$ cat src/rtl/fp8_add_sequencer.sv
// fp8_add_sequencer
//   Operand-capture / result-handshake controller wrapped around a
//   combinational FP8 (E5M2) adder. Two operand bytes arrive serially
//   (A then B, op select sampled with B). The operands are held on the
//   adder inputs for SETTLE_CYCLES clocks, then the adder result is
//   registered and offered on a valid/ready output.
//
// Ports
//   clk, rst_n          clock, asynchronous active-low reset
//   abort               synchronous clear of the transaction in flight
//   in_data/in_subtract operand beat and op select (select used on B beat)
//   in_valid/in_ready   operand handshake
//   add_a/add_b/add_subtract  held operands driving the adder
//   add_result          adder output
//   out_data/out_valid/out_ready  result handshake
//   busy                high whenever not waiting for operand A
//   ops_done            wrapping count of completed result handshakes
module fp8_add_sequencer #(
  parameter int WIDTH         = 8,
  parameter int SETTLE_CYCLES = 1,
  parameter int COUNT_WIDTH   = 8
) (
  input  logic                   clk,
  input  logic                   rst_n,
  input  logic                   abort,
  input  logic [WIDTH-1:0]       in_data,
  input  logic                   in_subtract,
  input  logic                   in_valid,
  output logic                   in_ready,
  output logic [WIDTH-1:0]       add_a,
  output logic [WIDTH-1:0]       add_b,
  output logic                   add_subtract,
  input  logic [WIDTH-1:0]       add_result,
  output logic [WIDTH-1:0]       out_data,
  output logic                   out_valid,
  input  logic                   out_ready,
  output logic                   busy,
  output logic [COUNT_WIDTH-1:0] ops_done
);

  localparam int CNT_W = $clog2(SETTLE_CYCLES + 1);
  localparam logic [CNT_W-1:0] CNT_LOAD = CNT_W'(SETTLE_CYCLES - 1);

  if (SETTLE_CYCLES < 1 || SETTLE_CYCLES > 15) begin : g_bad_settle
    $error("fp8_add_sequencer: SETTLE_CYCLES must be in 1..15");
  end

  typedef enum logic [1:0] {LOAD_A, LOAD_B, SETTLE, HOLD} state_t;

  state_t                 state_q, state_d;
  logic [WIDTH-1:0]       add_a_q, add_a_d;
  logic [WIDTH-1:0]       add_b_q, add_b_d;
  logic                   add_sub_q, add_sub_d;
  logic [WIDTH-1:0]       out_data_q, out_data_d;
  logic                   out_valid_q, out_valid_d;
  logic [COUNT_WIDTH-1:0] ops_q, ops_d;
  logic [CNT_W-1:0]       cnt_q, cnt_d;
  logic                   accept;

  // Handshake outputs are pure decodes of registered state, so there is
  // no combinational path from any input to in_ready or out_*.
  assign in_ready     = (state_q == LOAD_A) || (state_q == LOAD_B);
  assign busy         = (state_q != LOAD_A);
  assign accept       = in_valid && in_ready;
  assign add_a        = add_a_q;
  assign add_b        = add_b_q;
  assign add_subtract = add_sub_q;
  assign out_data     = out_data_q;
  assign out_valid    = out_valid_q;
  assign ops_done     = ops_q;

  always_comb begin
    state_d     = state_q;
    add_a_d     = add_a_q;
    add_b_d     = add_b_q;
    add_sub_d   = add_sub_q;
    out_data_d  = out_data_q;
    out_valid_d = out_valid_q;
    ops_d       = ops_q;
    cnt_d       = cnt_q;
    if (abort) begin
      // Abort wins over any beat or result handshake in the same cycle;
      // held operands, last result and the counter are left untouched.
      state_d     = LOAD_A;
      out_valid_d = 1'b0;
      cnt_d       = '0;
    end else begin
      unique case (state_q)
        LOAD_A: begin
          if (accept) begin
            add_a_d = in_data;
            state_d = LOAD_B;
          end
        end
        LOAD_B: begin
          if (accept) begin
            add_b_d   = in_data;
            add_sub_d = in_subtract;
            cnt_d     = CNT_LOAD;
            state_d   = SETTLE;
          end
        end
        SETTLE: begin
          if (cnt_q != '0) begin
            cnt_d = cnt_q - 1'b1;
          end else begin
            out_data_d  = add_result;
            out_valid_d = 1'b1;
            state_d     = HOLD;
          end
        end
        HOLD: begin
          if (out_valid_q && out_ready) begin
            out_valid_d = 1'b0;
            ops_d       = ops_q + 1'b1;
            state_d     = LOAD_A;
          end
        end
        default: state_d = LOAD_A;
      endcase
    end
  end

  always_ff @(posedge clk or negedge rst_n) begin
    if (!rst_n) begin
      state_q     <= LOAD_A;
      add_a_q     <= '0;
      add_b_q     <= '0;
      add_sub_q   <= 1'b0;
      out_data_q  <= '0;
      out_valid_q <= 1'b0;
      ops_q       <= '0;
      cnt_q       <= '0;
    end else begin
      state_q     <= state_d;
      add_a_q     <= add_a_d;
      add_b_q     <= add_b_d;
      add_sub_q   <= add_sub_d;
      out_data_q  <= out_data_d;
      out_valid_q <= out_valid_d;
      ops_q       <= ops_d;
      cnt_q       <= cnt_d;
    end
  end

endmodule

$ cat config.mk
export PLATFORM = sky130hd
export DESIGN_NAME = fp8_add_sequencer
export DESIGN_NICKNAME = d
export VERILOG_FILES = /design/src/rtl/fp8_add_sequencer.sv
export SDC_FILE = /design/constraint.sdc
export NUM_CORES = 1
export LEC_CHECK = 0
export BUFFER_PORTS_ARGS = -buffer_cell sky130_fd_sc_hd__buf_4
export CAP_MARGIN = 20
export CORE_UTILIZATION = 51
export CTS_BUF_LIST = sky130_fd_sc_hd__clkbuf_16
export CTS_CLUSTER_SIZE = 12
export DETAILED_ROUTE_END_ITERATION = 7
export PLACE_DENSITY = 0.83
export SLEW_MARGIN = 20
export SYNTH_ARGS = -nofsm -noshare
export SYNTH_HDL_FRONTEND = slang
export SYNTH_SLANG_ARGS = --single-unit
$ cat constraint.sdc
create_clock -name clk -period 3.2 [get_ports clk]
set_input_delay 0.64 -clock clk [delete_from_list [all_inputs] [get_ports clk]]
set_output_delay 0.64 -clock clk [all_outputs]
set_load 0.02 [all_outputs]
# After elaboration in Yosys (flattened, before gate mapping)
# Index checks and enable logic that the tools add are counted.
# Widths: inputs -> output; s select.
# totals
wordCells	47
in_bits	22
output_inout_bits	36
ff_bits	37
# classes
bitwise_logic	2
reduce_logical	14
n_eq_ne	7
muxes	14
addsub	2
# ops
op	count
$reduce_and 3->1	5
$ne 3x3->1 const B	4
$mux 2	5
$add 8x1->8 const B	1
$pmux 2 s4	1
$mux 1	6
$reduce_bool 3->1	2
$eq 2x2->1 const B	2
$pmux 1 s2	2
$reduce_and 4->1	1
$eq 2x1->1 const B	1
$logic_and 1x1->1	2
$logic_not 2->1	1
$not 1->1	2
$reduce_and 2->1	1
$reduce_bool 2->1	1
$logic_or 1x1->1	1
$sub 1x1->1 const B	1

# Depth between registers and ports, before layout
# logic_depth
depth_word	6
mapped_depth	5

# Least setup slack after synthesis
# Ideal clock, no wire load.
# synth_path
kind	reg2out
start	register state_q[1]
end	output port in_ready
n_path_buf	0
required_time_ns	2.560
path_slack_ns	1.539
t_arrival_ns	1.021
stages_incl_launch_ff	4
path_cell_list	dfrtp_1 -> inv_1 -> ha_1 -> or2_2
# synth_between
elab_chain_len	2
elab_cells_between_ends	3
classes_between	eq/ne (1); reduce/logical (2)
# synth_lines
element	line_no	source
start, declared	50	state_t state_q, state_d;
start signal, assigned	135	state_q <= state_d;
$eq 2x1->1 / $logic_not 2->1 (equally long branches)	62	assign in_ready = (state_q == LOAD_A) || (state_q == LOAD_B);
$logic_or 1x1->1 (*)	62	
end, declared	29	output logic in_ready,
# Mark *: on every way between the ends. The rest lies on a longest branch, timed or not.

# Worst setup path in the final report
# Same ends and word-level chain as after synthesis.

==> flow_metrics.tcl <==
set metrics [dict create \
    ys_ff_latch 36 \
    hp-class "primary input to async pin" \
    power_w 0.00204 \
    multi_input_area_um2 613 \
    rrSetupSlack_ns 1.50 \
    postCtsSetupRepairBufs 0 \
    cts_hold_buf 0 \
    vdd_drop_max_uv 567 \
    wl_per_cell_um 14.3 \
    fin_crit_sh 0.671 \
    start_util 0.548 \
    drtIter0Drc 33 \
    grt_setup_unrepaired "false" \
    clockRootBuffer "clkbuf_16" \
    fp.dieW_um 56.9 \
    final_common_cell "buf_4" \
    grt_max_degree 37 \
    power.density_mw_per_mm2 954 \
    yosys_warnings 0 \
    endpoint_kind "primary output" \
    crit_arrival_ns 1.51 \
    hold_violations 0 \
    nFillCells 184 \
    core_mm2 0.00281 \
    synth_area_mm2 0.00154 \
    maxCapViolCount 0 \
    final_layout_size_suffix_gt1_frac 0.558 \
    p_leak_nw 1.14 \
    vias 1071 \
    setup_viol 0 \
    first_global_vias 1135 \
    final.setup.tns_ns 0 \
    routed_wl_um 2900 \
    drc 10 \
    portBuffers 57 \
    gp_congestion 0.800 \
    num_rows 19 \
    n_antenna_cell 0 \
    first_pass_iters 6 \
    fin_crit_ns 2.15 \
    hold_ws_ns 0.303 \
    syn_nets 136 \
    path_class "register to primary output" \
    cts_tree "built" \
    cp_max_fo 5 \
    mostFrequentLayoutCells "57 x buf_4, 36 x dfrtp_1, 26 x mux2_2" \
    die_y_um 56.9 \
    grt_pass1_wl_um 5020 \
    die_area_mm2 0.00324 \
    ios 58 \
    ctsHtreeMaxLevel 2 \
    layout.nets 199 \
    cts_made_buffers 5 \
    ant_nets 0 \
    synthToLayoutAreaGrowth_pct 39.4 \
    cts_resized 0 \
    fmax_ghz 0.466 \
    cts_sinks 36 \
    synth_area_leaders "dfrtp_1 59%, mux2_2 19%, ha_1 4.9%" \
    yosysTopAreaCell "dfrtp_1" \
    violations "DRC" \
    fin_skew_ns 0.00761 \
    grt-ovfl-total 0 \
    register_area_um2 901 \
    cts.reportedPaths.clkPinSlew_ns 0.06 \
    post_synth_num_cell_types 20 \
    seq_area_frac_synth 0.586 \
    slew_headroom 0.707 \
    final_max_slew_viol_count 0 \
    synth_cells 108 \
    vias_per_cell 5.28 \
    worst_pin_slew_ns 0.439 \
    cts_buffer_depth 2 \
    critical_path.startpoint_type "register" \
    synth_top_area_share 0.586 \
    insertion_delay_ns 0.28 \
    antenna_found_initial 0 \
    outcome "complete, but fails checks" \
    synth.avg_cell_area_um2 14.2 \
    worstPathRequired_ns 2.56 \
    grt_usage 0.210 \
    dpl.hpwl_um 2170 \
]
## sequential cells by signal (all words and copies together) (netlist names)
signal	flops
add_subtract	1
ops_done	8
add_a	8
add_b	8
out_data	8
out_valid	1
state_q	2
## layer usage
layer,vias to the layer above,share of wire,GRT usage
met1,510,0.39,0.226
met4,0,0.027,0.105
met5,-,0,0
li1,497,-,-
met3,9,0.098,0.0783
met2,55,0.49,0.363
## Yosys cell counts
| library cell | count |
|---|---|
| a2bb2oi_1 | 1 |
| a32oi_1 | 1 |
| and2b_1 | 2 |
| buf_2 | 1 |
| dfrtp_1 | 36 |
| ha_1 | 6 |
| inv_1 | 5 |
| mux2_2 | 26 |
| mux2i_1 | 2 |
| nand2_1 | 5 |
| nand2_2 | 2 |
| nand3_1 | 3 |
| nand4b_4 | 1 |
| nor2_1 | 5 |
| nor3_1 | 2 |
| nor4_4 | 1 |
| o21ai_0 | 1 |
| or2_2 | 1 |
| xnor2_1 | 1 |
| xor2_1 | 6 |
## worst paths after layout
check	start	to	cells after the start
setup reg to reg	state_q[1]$_DFFE_PN0P_	state_q[0]$_DFFE_PN0P_	5
hold reg to reg	ops_done[7]$_DFFE_PN0P_	ops_done[7]$_DFFE_PN0P_	1
hold / removal	rst_n	out_data[5]$_DFFE_PN0P_	1
min in group clk	ops_done[7]$_DFFE_PN0P_	ops_done[7]$_DFFE_PN0P_	1
max in group asynchronous	rst_n	state_q[0]$_DFFE_PN0P_	1
setup / recovery	state_q[1]$_DFFE_PN0P_	in_ready	4
## stage by stage
step | utilization | cell area [um^2] | setup slack [ns] | std cells
final | 0.764 | 2140 | 1.05 | 203
after global routing | 0.764 | 2140 | 0.968 | 203
after CTS | 0.764 | 2140 | 1.03 | 203
after detailed placement | 0.713 | 2000 | 1.34 | 195
after global placement | 0.713 | 2000 | 1.42 | 195
after floorplan | - | 1540 | 1.54 | 108
## layout make-up
cell class,instances,share of cell area
repair buffers,57,0.200
flip-flops and latches,36,0.420
inverters,5,0.00876
multi-input cells,66,0.286
well taps,31,0.0181
clock buffers,5,0.0584
clock inverters,3,0.00876
## logic make-up after synthesis
logic type                 after synthesis  share of synthesized area
DFF                                     36                      0.586
muxes                                   28                      0.203
and+or+nand+nor                         22                     0.0919
xor gates and xnor gates                 7                     0.0399
buffers and inverters                    6                     0.0155
adders and majority gates                6                     0.0488
AOI/OAI and AO/OA                        3                     0.0146
## worst max-delay path, cell delays in order, from the launching register on
cell	delay (ns)
dfrtp_1	0.40
inv_1	0.12
ha_1	0.23
or2_2	0.31
buf_4	0.16
## where the power goes
group	total, W	internal, W	switching, W
Combinational	0.000847	0.000417	0.000430
Clock	0.000465	0.000286	0.000179
Sequential	0.000733	0.000634	0.0000986
No activity file was read; power rests on OpenSTA's default activity.
